File: config.mk
export PLATFORM = sky130hd
export DESIGN_NAME = vx_commit_gather
export DESIGN_NICKNAME = d
export VERILOG_FILES = /design/src/rtl/vx_commit_pkg.sv /design/src/rtl/vx_commit_rr_arb.sv /design/src/rtl/vx_commit_gather.sv
export SDC_FILE = /design/constraint.sdc
export NUM_CORES = 1
export LEC_CHECK = 0
export CAP_MARGIN = 5
export CORE_AREA = 2 2 454 456
export CTS_CLUSTER_DIAMETER = 150
export DETAILED_ROUTE_END_ITERATION = 12
export DIE_AREA = 0 0 456 458
export PLACE_DENSITY = 0.44
export SYNTH_ARGS = -nofsm -noshare
export SYNTH_HDL_FRONTEND = slang
export SYNTH_SLANG_ARGS = --single-unit
File: constraint.sdc
create_clock -name clk -period 8.5 [get_ports clk]
set_clock_uncertainty 0.15 [all_clocks]
set_input_delay 0.85 -clock clk [delete_from_list [all_inputs] [get_ports clk]]
set_output_delay 0.85 -clock clk [all_outputs]
set_load 0.01 [all_outputs]
File: src/rtl/vx_commit_pkg.sv
// Shared types for the commit gather path: commit payload, unit slots, arbiter state, popcount.
package vx_commit_pkg;

  localparam int unsigned CMT_NUM_UNITS = 4;
  localparam int unsigned NUM_THREADS   = 4;
  localparam int unsigned XLEN          = 32;
  localparam int unsigned NW_BITS       = 2;
  localparam int unsigned NR_BITS       = 6;
  localparam int unsigned UUID_W        = 44;
  localparam int unsigned CMT_CTR_W     = 64;
  localparam int unsigned TCNT_W        = $clog2(NUM_THREADS + 1);

  localparam int unsigned UNIT_ALU = 0;
  localparam int unsigned UNIT_LSU = 1;
  localparam int unsigned UNIT_FPU = 2;
  localparam int unsigned UNIT_SFU = 3;

  typedef struct packed {
    logic [UUID_W-1:0]                 uuid;
    logic [NW_BITS-1:0]                wid;
    logic [NUM_THREADS-1:0]            tmask;
    logic [XLEN-1:0]                   pc;
    logic                              wb;
    logic [NR_BITS-1:0]                rd;
    logic [NUM_THREADS-1:0][XLEN-1:0]  data;
    logic                              sop;
    logic                              eop;
  } commit_t;

  localparam int unsigned CMT_W = $bits(commit_t);

  typedef enum logic {
    ARB_OPEN   = 1'b0,
    ARB_LOCKED = 1'b1
  } arb_state_e;

  function automatic logic [TCNT_W-1:0] popcount(input logic [NUM_THREADS-1:0] mask);
    logic [TCNT_W-1:0] cnt;
    cnt = '0;
    for (int i = 0; i < int'(NUM_THREADS); i++) begin
      cnt = cnt + TCNT_W'(mask[i]);
    end
    return cnt;
  endfunction

endpackage

File: src/rtl/vx_commit_rr_arb.sv
// Round-robin arbiter with packet lock: a unit that starts a multi-beat result keeps the grant until eop.
module vx_commit_rr_arb
  import vx_commit_pkg::*;
#(
  parameter int unsigned NUM_UNITS = CMT_NUM_UNITS,
  parameter int unsigned UNIT_W    = (NUM_UNITS > 1) ? $clog2(NUM_UNITS) : 1
) (
  input  logic                 clk,
  input  logic                 reset_n,
  input  logic [NUM_UNITS-1:0] valid,
  input  logic                 fire,
  input  logic                 eop,
  output logic [NUM_UNITS-1:0] grant_c,
  output logic [UNIT_W-1:0]    grant_idx_c,
  output logic                 grant_valid_c
);

  arb_state_e        state_q, state_d;
  logic [UNIT_W-1:0] ptr_q, ptr_d;
  logic [UNIT_W-1:0] lock_q, lock_d;
  int unsigned       cand;

  // state register
  always_ff @(posedge clk or negedge reset_n) begin
    if (!reset_n) begin
      state_q <= ARB_OPEN;
      ptr_q   <= '0;
      lock_q  <= '0;
    end else begin
      state_q <= state_d;
      ptr_q   <= ptr_d;
      lock_q  <= lock_d;
    end
  end

  // next state: only an accepted beat moves the pointer or the lock
  always_comb begin
    state_d = state_q;
    ptr_d   = ptr_q;
    lock_d  = lock_q;
    if (fire) begin
      if (eop) begin
        state_d = ARB_OPEN;
        ptr_d   = (grant_idx_c == UNIT_W'(NUM_UNITS - 1)) ? '0 : grant_idx_c + UNIT_W'(1);
      end else begin
        state_d = ARB_LOCKED;
        lock_d  = grant_idx_c;
      end
    end
  end

  // grant: locked unit only, otherwise first valid at or after the pointer
  always_comb begin
    grant_c       = '0;
    grant_idx_c   = '0;
    grant_valid_c = 1'b0;
    cand          = 0;
    if (state_q == ARB_LOCKED) begin
      if (valid[lock_q]) begin
        grant_valid_c = 1'b1;
        grant_idx_c   = lock_q;
      end
    end else begin
      for (int unsigned i = 0; i < NUM_UNITS; i++) begin
        cand = 32'(ptr_q) + i;
        if (cand >= NUM_UNITS) cand = cand - NUM_UNITS;
        if (!grant_valid_c && valid[UNIT_W'(cand)]) begin
          grant_valid_c = 1'b1;
          grant_idx_c   = UNIT_W'(cand);
        end
      end
    end
    if (grant_valid_c) grant_c[grant_idx_c] = 1'b1;
  end

endmodule

File: src/rtl/vx_commit_gather.sv
// Issue-slot commit gather: arbitrates unit results into a 2-entry output buffer and counts retired threads.
// Optional COMMIT_PERF_EN adds per-unit saturating stall counters on perf_stalls.
module vx_commit_gather
  import vx_commit_pkg::*;
#(
  parameter  int unsigned NUM_UNITS = CMT_NUM_UNITS,
  parameter  int unsigned CTR_W     = CMT_CTR_W,
  localparam int unsigned UNIT_W    = (NUM_UNITS > 1) ? $clog2(NUM_UNITS) : 1
) (
  input  logic                         clk,
  input  logic                         reset_n,
  input  logic [NUM_UNITS-1:0]         in_valid,
  output logic [NUM_UNITS-1:0]         in_ready,
  input  logic [NUM_UNITS*CMT_W-1:0]   in_data,
  output logic                         out_valid,
  input  logic                         out_ready,
  output logic [CMT_W-1:0]             out_data,
  output logic [UNIT_W-1:0]            out_unit,
  output logic [CTR_W-1:0]             retired_cnt
`ifdef COMMIT_PERF_EN
  ,
  output logic [NUM_UNITS*CTR_W-1:0]   perf_stalls
`endif
);

  commit_t               in_cmt [NUM_UNITS];
  logic [NUM_UNITS-1:0]  grant_c;
  logic [UNIT_W-1:0]     grant_idx_c;
  logic                  grant_valid_c;
  logic                  fire_c;
  logic                  pop_c;

  commit_t               head_q, head_d, skid_q, skid_d;
  logic [UNIT_W-1:0]     head_unit_q, head_unit_d, skid_unit_q, skid_unit_d;
  logic                  head_valid_q, head_valid_d, skid_valid_q, skid_valid_d;
  logic                  room_q, room_d;
  logic [CTR_W-1:0]      retired_q, retired_d;

  for (genvar g = 0; g < NUM_UNITS; g++) begin : g_unpack
    assign in_cmt[g] = in_data[g*CMT_W +: CMT_W];
  end

  vx_commit_rr_arb #(
    .NUM_UNITS (NUM_UNITS),
    .UNIT_W    (UNIT_W)
  ) u_arb (
    .clk           (clk),
    .reset_n       (reset_n),
    .valid         (in_valid),
    .fire          (fire_c),
    .eop           (in_cmt[grant_idx_c].eop),
    .grant_c       (grant_c),
    .grant_idx_c   (grant_idx_c),
    .grant_valid_c (grant_valid_c)
  );

  // room_q is a registered "not full" so in_ready never sees out_ready combinationally
  assign in_ready = grant_c & {NUM_UNITS{room_q}};
  assign fire_c   = grant_valid_c & room_q;
  assign pop_c    = head_valid_q & out_ready;

  // head is the registered output stage, skid holds the second entry
  always_comb begin
    head_valid_d = head_valid_q;
    head_d       = head_q;
    head_unit_d  = head_unit_q;
    skid_valid_d = skid_valid_q;
    skid_d       = skid_q;
    skid_unit_d  = skid_unit_q;
    if (!head_valid_q || pop_c) begin
      if (skid_valid_q) begin
        head_valid_d = 1'b1;
        head_d       = skid_q;
        head_unit_d  = skid_unit_q;
        skid_valid_d = fire_c;
        if (fire_c) begin
          skid_d      = in_cmt[grant_idx_c];
          skid_unit_d = grant_idx_c;
        end
      end else begin
        head_valid_d = fire_c;
        if (fire_c) begin
          head_d      = in_cmt[grant_idx_c];
          head_unit_d = grant_idx_c;
        end
      end
    end else if (fire_c) begin
      skid_valid_d = 1'b1;
      skid_d       = in_cmt[grant_idx_c];
      skid_unit_d  = grant_idx_c;
    end
    room_d    = !(head_valid_d && skid_valid_d);
    retired_d = retired_q;
    if (pop_c && head_q.eop) retired_d = retired_q + CTR_W'(popcount(head_q.tmask));
  end

  always_ff @(posedge clk or negedge reset_n) begin
    if (!reset_n) begin
      head_valid_q <= 1'b0;
      head_q       <= '0;
      head_unit_q  <= '0;
      skid_valid_q <= 1'b0;
      skid_q       <= '0;
      skid_unit_q  <= '0;
      room_q       <= 1'b0;
      retired_q    <= '0;
    end else begin
      head_valid_q <= head_valid_d;
      head_q       <= head_d;
      head_unit_q  <= head_unit_d;
      skid_valid_q <= skid_valid_d;
      skid_q       <= skid_d;
      skid_unit_q  <= skid_unit_d;
      room_q       <= room_d;
      retired_q    <= retired_d;
    end
  end

  assign out_valid   = head_valid_q;
  assign out_data    = head_q;
  assign out_unit    = head_unit_q;
  assign retired_cnt = retired_q;

`ifdef COMMIT_PERF_EN
  logic [CTR_W-1:0] stall_q [NUM_UNITS];

  // a cycle with valid but no accept is a stall; counters stick at all-ones
  always_ff @(posedge clk or negedge reset_n) begin
    if (!reset_n) begin
      for (int unsigned i = 0; i < NUM_UNITS; i++) stall_q[i] <= '0;
    end else begin
      for (int unsigned i = 0; i < NUM_UNITS; i++) begin
        if (in_valid[i] && !in_ready[i] && (stall_q[i] != '1)) stall_q[i] <= stall_q[i] + CTR_W'(1);
      end
    end
  end

  for (genvar g = 0; g < NUM_UNITS; g++) begin : g_perf
    assign perf_stalls[g*CTR_W +: CTR_W] = stall_q[g];
  end
`else
  // stall counters compiled out
`endif

endmodule

==> qor.csv, run 1 <==
metric,value,unit
worst setup margin,3.30,ns
WS Path Type,in -> out,
post-route insts no fill,5693,
H-Tree Depth,3,
asr flop ratio synth,100,%
max_cap viols,0,
status,"complete, no violations",
CP required,7.50,ns
Mapped Area,26500,um2
Starting Density,13.0,%
unrepaired setup endpoints after global routing,false,
Min-Delay Startpoint,retired_cnt[48]$_DFFE_PN0P_,
"Clk Latency, worst-skew pair",0.69,ns
TritonCTS clock tree,built,
P_leak,17.1,nW
Ys Warns,0,
Via-to-Cell Ratio,4.01,
drt wl/cell,29.5,um
Setup Viol. Count Final,0,
"FF+latch count, synth",514,
Yosys cell types,53,
r2r startpoint,u_arb.ptr_q[1]$_DFFE_PN0P_,
"Min Clock Period, post-route",5.20,ns
clk buf depth,3,
worst-case vdd ir drop,0.364,mV
depth of the worst register-to-register path,9,
post-DP HPWL,131000,um
Mean Syn Cell Area,14.4,um2
dpl ws,2.91,ns
initial antenna violation count,59,
Clock transition at path regs,0.05,ns
GRT Total Usage,15.6,%
# rows,166,
Startpoint Class,input pin,
"EDFF count, synth",0,
slew of the pin with the lowest slew margin,1.19,ns
Port-buffer cells,1172,
Synth Net Count,2722,
worst hold stages,1,
Die H,458,um
Slew Limit Fails,0,
Fill cells,21700,
Remaining DRCs,0,
TritonCTS buffer count,77,
crit path max fanout,83,
RD Place Congestion,0.905,
core area,204000,um2
Tcrit/Tclk final,61.2,%
Synth Flop Type,dfrtp_1,
pwr/cell area,364,nW/um2
clock root cell,clkbuf_16,
first-pass GRT wire length,223000,um
Fmax,0.192,GHz
Crit. End Element,output port,
Fin. Hold Viols,0,
layout cell share with drive strength beyond 1,20.0,%
Final ANT Viol Nets,0,
Mapped Cells,1835,
largest net degree at the start of global routing,128,
Worst Hold Class,reg -> reg,
CTS-repair resized insts,0,
Final #Nets,3825,
CP Launch Point,in_valid[0],
clock sink total,514,
max_slew headroom,20.5,%
sequential cell area fraction in the yosys report,48.6,%
Placed Cells,5546,
die width,456,um
Pre-antenna DRT Iters,4,
crit path DAT,4.20,ns
final wirelength,168000,um
setup_tns,0,ns
Initial DRC Count,1741,
vias in the first global route,23600,
total gr overflow,0,
IO Pins,1173,
DR vias,22900,
Die ar.,209000,um2
area grow syn2layout,64.7,%
-- placed cells by master, fill, tap and decap left out, drive strengths merged, types with 4 or more instances in the layout --
cell type and n:
inv 15, a221o 219, buf 28, dfrtp 514, clkbuf 106, nand4 17, clkinvlp 5, nand2 29
and3 227, clkdlybuf4s50 1171, clkinv 10, mux4 218, nor4 13, xnor2 34, and2 4, nor3 10
diode 19, xor2 29, mux2 224, a21oi 10, nor2 31, o21ai 9, nand3 24
-- cells in the mapped netlist, types with 2 or more instances --
| library cell | count | area, um2 |
|---|---|---|
| dfrtp_1 | 514 | 12900 |
| and3_1 | 227 | 1420 |
| mux2_2 | 220 | 2480 |
| a221o_1 | 219 | 2190 |
| mux4_2 | 218 | 4910 |
| clkbuf_1 | 119 | 447 |
| xnor2_1 | 34 | 298 |
| nand2_1 | 29 | 109 |
| xor2_1 | 29 | 254 |
| nor2_1 | 28 | 105 |
| nand3_1 | 24 | 120 |
| buf_2 | 20 | 100 |
| buf_6 | 17 | 191 |
| nand4_1 | 17 | 106 |
| buf_4 | 16 | 120 |
| a21oi_1 | 10 | 50.1 |
| inv_1 | 10 | 37.5 |
| nor3_1 | 10 | 50.1 |
| nor4_1 | 9 | 56.3 |
| o21ai_0 | 5 | 25.0 |
| and2_1 | 4 | 25.0 |
| buf_1 | 4 | 15.0 |
| mux2_1 | 4 | 45.0 |
| mux2i_1 | 3 | 30.0 |
| nand2b_1 | 3 | 18.8 |
| nor2_2 | 3 | 18.8 |
| nor4_2 | 3 | 37.5 |
| o21ai_1 | 3 | 15.0 |
| a21o_1 | 2 | 15.0 |
| and4_1 | 2 | 17.5 |
| and4bb_1 | 2 | 25.0 |
| fa_1 | 2 | 40.0 |
| ha_1 | 2 | 25.0 |
| inv_2 | 2 | 7.51 |
| nor2b_1 | 2 | 12.5 |
| o21a_1 | 2 | 15.0 |
-- final timing paths --
path | end | slack [ns]
max in group asynchronous | skid_q[9]$_DFFE_PN0P_ | 5.79
min in group asynchronous | skid_q[156]$_DFFE_PN0P_ | 0.61
min reg2reg | retired_cnt[48]$_DFFE_PN0P_ | 0.34
max reg2reg | out_data[1]$_DFFE_PN0P_ | 3.80
min | retired_cnt[48]$_DFFE_PN0P_ | 0.34
max | in_ready[3] | 3.30
-- worst max-delay path, cell delays in order --
cell and delay [ns]:
clkdlybuf4s50_1 0.56, and4bb_1 0.27, o21a_1 0.23, a311oi_2 0.35
nor2_2 0.14, inv_8 0.43, ha_1 0.39, and2_1 0.16
clkdlybuf4s50_1 0.79
-- layout make-up --
type | count | area [um2] | area share, %
antenna | 19 | 47.5 | 0.109
clock buffer | 106 | 2190 | 5.02
multi-input combinational | 1133 | 12700 | 29.2
inverter | 12 | 52.6 | 0.120
timing repair buffer | 1200 | 12100 | 27.7
tap | 2688 | 3360 | 7.71
clock inverter | 21 | 270 | 0.620
sequential | 514 | 12900 | 29.5
-- logic make-up (layout without fill, tap and decap cells) --
| kind of cell | Yosys count | count (layout) | share of synthesized area (%) |
|---|---|---|---|
| DFF | 514 | 514 | 48.6 |
| muxes | 445 | 445 | 28.2 |
| and+or+nand+nor | 369 | 369 | 8.26 |
| AOI/OAI and AO/OA | 252 | 252 | 9.17 |
| buffers and inverters | 188 | 1339 | 3.47 |
| xor gates and xnor gates | 63 | 63 | 2.08 |
| adders and majority gates | 4 | 4 | 0.246 |
| other | 0 | 19 | 0 |
-- per-layer routing --
metal | vias up | GRT usage, % | wire length, um
met1 | 12100 | 19.9 | 70100
met4 | 24 | 3.72 | 3000
li1 | 9652 | - | -
met2 | 909 | 25.4 | 79900
met5 | - | 0 | 154
met3 | 152 | 5.14 | 14800
-- sequential cells by signal, summed over array words and instances (netlist names) --
signal and cells:
skid_q 219, skid_valid_q 1, retired_cnt 64, u_arb.state_q 1, out_data 219, skid_unit_q 2
u_arb.ptr_q 2, out_unit 2, out_valid 1, room_q 1, u_arb.lock_q 2
-- power breakdown --
part	switching [mW]	total [mW]	internal (mW)
Sequential	0.906	4.52	3.61
Combinational	4.03	8.13	4.10
Clock	1.33	3.22	1.89
-- metrics by stage --
| stage | power, mW | instance area [um2] | util, % | hold WS (ns) |
|---|---|---|---|---|
| CTS | 16.2 | 43600 | 21.4 | 0.336 |
| finish | 15.9 | 43600 | 21.4 | 0.336 |
| detailed placement | 12.9 | 41100 | 20.2 | 0.327 |
| global route | 16.8 | 43600 | 21.4 | 0.355 |
| global placement | 12.8 | 41100 | 20.2 | 0.331 |
| floorplan | 8.88 | 26500 | - | 0.322 |
-- repair_timing --
| item | 4_1_cts | 5_1_grt |
|---|---|---|
| buffers inserted | 0 | 0 |
| endpoints found under the hold margin | 21 | 0 |
| hold buffers | 1 | 0 |
Power figures use the tool's default switching activity.
==> inputs of run 2 (changes only) <==
--- a/config.mk
+++ b/config.mk
@@ -10,7 +10,7 @@
 export CTS_CLUSTER_DIAMETER = 150
 export DETAILED_ROUTE_END_ITERATION = 12
 export DIE_AREA = 0 0 456 458
-export PLACE_DENSITY = 0.44
+export PLACE_DENSITY = 0.45
 export SYNTH_ARGS = -nofsm -noshare
 export SYNTH_HDL_FRONTEND = slang
 export SYNTH_SLANG_ARGS = --single-unit
==> constraint.sdc (replaced) <==
create_clock -name clk -period 4.7 [get_ports clk]
set_clock_uncertainty 0.15 [all_clocks]
set_input_delay 0.47 -clock clk [delete_from_list [all_inputs] [get_ports clk]]
set_output_delay 0.47 -clock clk [all_outputs]
set_load 0.01 [all_outputs]
==> qor.csv, run 2 (same netlist as run 1, synthesis figures left out) <==
metric,value,unit
status,"complete, no violations",
"Clk Latency, worst-skew pair",0.67,ns
clk buf depth,3,
worst-case vdd ir drop,0.756,mV
pwr/cell area,654,nW/um2
Fmax,0.246,GHz
RD Place Congestion,0.920,
vias in the first global route,23700,
post-DP HPWL,133000,um
crit path DAT,3.45,ns
Placed Cells,5588,
core area,204000,um2
IO Pins,1173,
r2r startpoint,out_data[169]$_DFFE_PN0P_,
max_slew headroom,30.8,%
# rows,166,
Via-to-Cell Ratio,4.09,
unrepaired setup endpoints after global routing,false,
Crit. End Element,output port,
initial antenna violation count,69,
CP required,4.08,ns
Final ANT Viol Nets,0,
Remaining DRCs,0,
Final #Nets,3860,
Startpoint Class,flop,
CTS-repair resized insts,0,
Fin. Hold Viols,0,
reg2reg end,retired_cnt[59]$_DFFE_PN0P_,
Port-buffer cells,1172,
slew of the pin with the lowest slew margin,1.04,ns
"Min Clock Period, post-route",4.07,ns
post-CTS setup buffer count,0,
Pre-antenna DRT Iters,5,
Die ar.,209000,um2
clock sink total,514,
die width,456,um
drt wl/cell,29.4,um
setup_tns,0,ns
total gr overflow,0,
Clock transition at path regs,0.06,ns
crit path max fanout,44,
area grow syn2layout,65.9,%
max_cap viols,0,
H-Tree Depth,3,
first-pass GRT wire length,223000,um
Initial DRC Count,1820,
"commonest non-fill, non-tap cell in the layout",clkdlybuf4s50_1,
clock root cell,clkbuf_16,
"commonest non-fill, non-tap cells in the layout","1170 x clkdlybuf4s50_1, 513 x dfrtp_1, 227 x and3_1",
Slew Limit Fails,0,
Starting Density,13.0,%
post-route insts no fill,5728,
final wirelength,168000,um
DR vias,23400,
WS Path Type,reg -> out,
Worst Hold Class,in -> async,
R2R Setup Slk,0.98,ns
Die H,458,um
TritonCTS clock tree,built,
largest net degree at the start of global routing,119,
layout cell share with drive strength beyond 1,21.0,%
GRT Total Usage,15.6,%
TritonCTS buffer count,70,
Setup Viol. Count Final,0,
depth of the worst register-to-register path,8,
P_leak,17.3,nW
Tcrit/Tclk final,86.5,%
## run 2: metrics by stage
step	total power, mW	area, um2	worst slack, ns	util, %	hold slack, ns
floorplan	16.1	26500	1.58	-	0.0244
global placement	23.3	41500	0.638	20.4	0.314
detailed placement	23.5	41500	0.617	20.4	0.320
CTS	29.2	43900	0.435	21.5	0.225
global route	30.3	43900	0.394	21.5	0.278
finish	28.7	43900	0.633	21.6	0.271
## run 2: report_power, final
part,internal [mW],leakage (nW),switching [mW]
Clock,3.33,1.14,2.24
Combinational,7.67,9.90,7.26
Sequential,6.53,6.25,1.70
Total,17.5,17.3,11.2
## run 2: layout make-up
| cell class | count | area [um2] |
|---|---|---|
| diodes | 20 | 50.0 |
| multi-input cells | 1133 | 12700 |
| well taps | 2688 | 3360 |
| repair buffers | 1242 | 12500 |
| clock buffers | 99 | 2030 |
| fillers | 21700 | 160000 |
| flip-flops and latches | 514 | 12900 |
| inverters | 12 | 52.6 |
| clock inverters | 20 | 287 |
## run 2: worst max-delay path, cell delays in order, from the launching register on
cell and delay (ns):
dfrtp_1 0.45, and4bb_1 0.28, o21a_1 0.24, a311oi_2 0.35, nor2_2 0.14, inv_8 0.39, ha_1 0.26, and2_1 0.14
clkdlybuf4s50_1 0.53
## run 2: timing repair
item	in CTS	in global routing
hold buffers	1	0
endpoints found under the hold margin	54	0
endpoints found under the setup margin	0	0
## run 2: worst max path at each step
stage | startpoint | end | slack [ns] | cells after the start
floorplan | out_data[169]$_DFFE_PN0P_ | retired_cnt[53]$_DFFE_PN0P_ | 1.58 | 8
global placement | in_valid[0] | in_ready[3] | 0.64 | 9
detailed placement | in_valid[1] | in_ready[3] | 0.62 | 9
CTS | u_arb.ptr_q[1]$_DFFE_PN0P_ | in_ready[3] | 0.43 | 8
global route | u_arb.ptr_q[1]$_DFFE_PN0P_ | in_ready[3] | 0.39 | 8
finish | u_arb.ptr_q[1]$_DFFE_PN0P_ | in_ready[3] | 0.63 | 8
## run 2: per-layer routing
layer,GRT usage [%],wire length (um),vias to the layer above
met1,20.2,70500,12400
met2,24.9,78700,1104
li1,-,-,9691
met3,4.88,15500,184
met4,4.10,3650,16
met5,0,108,-
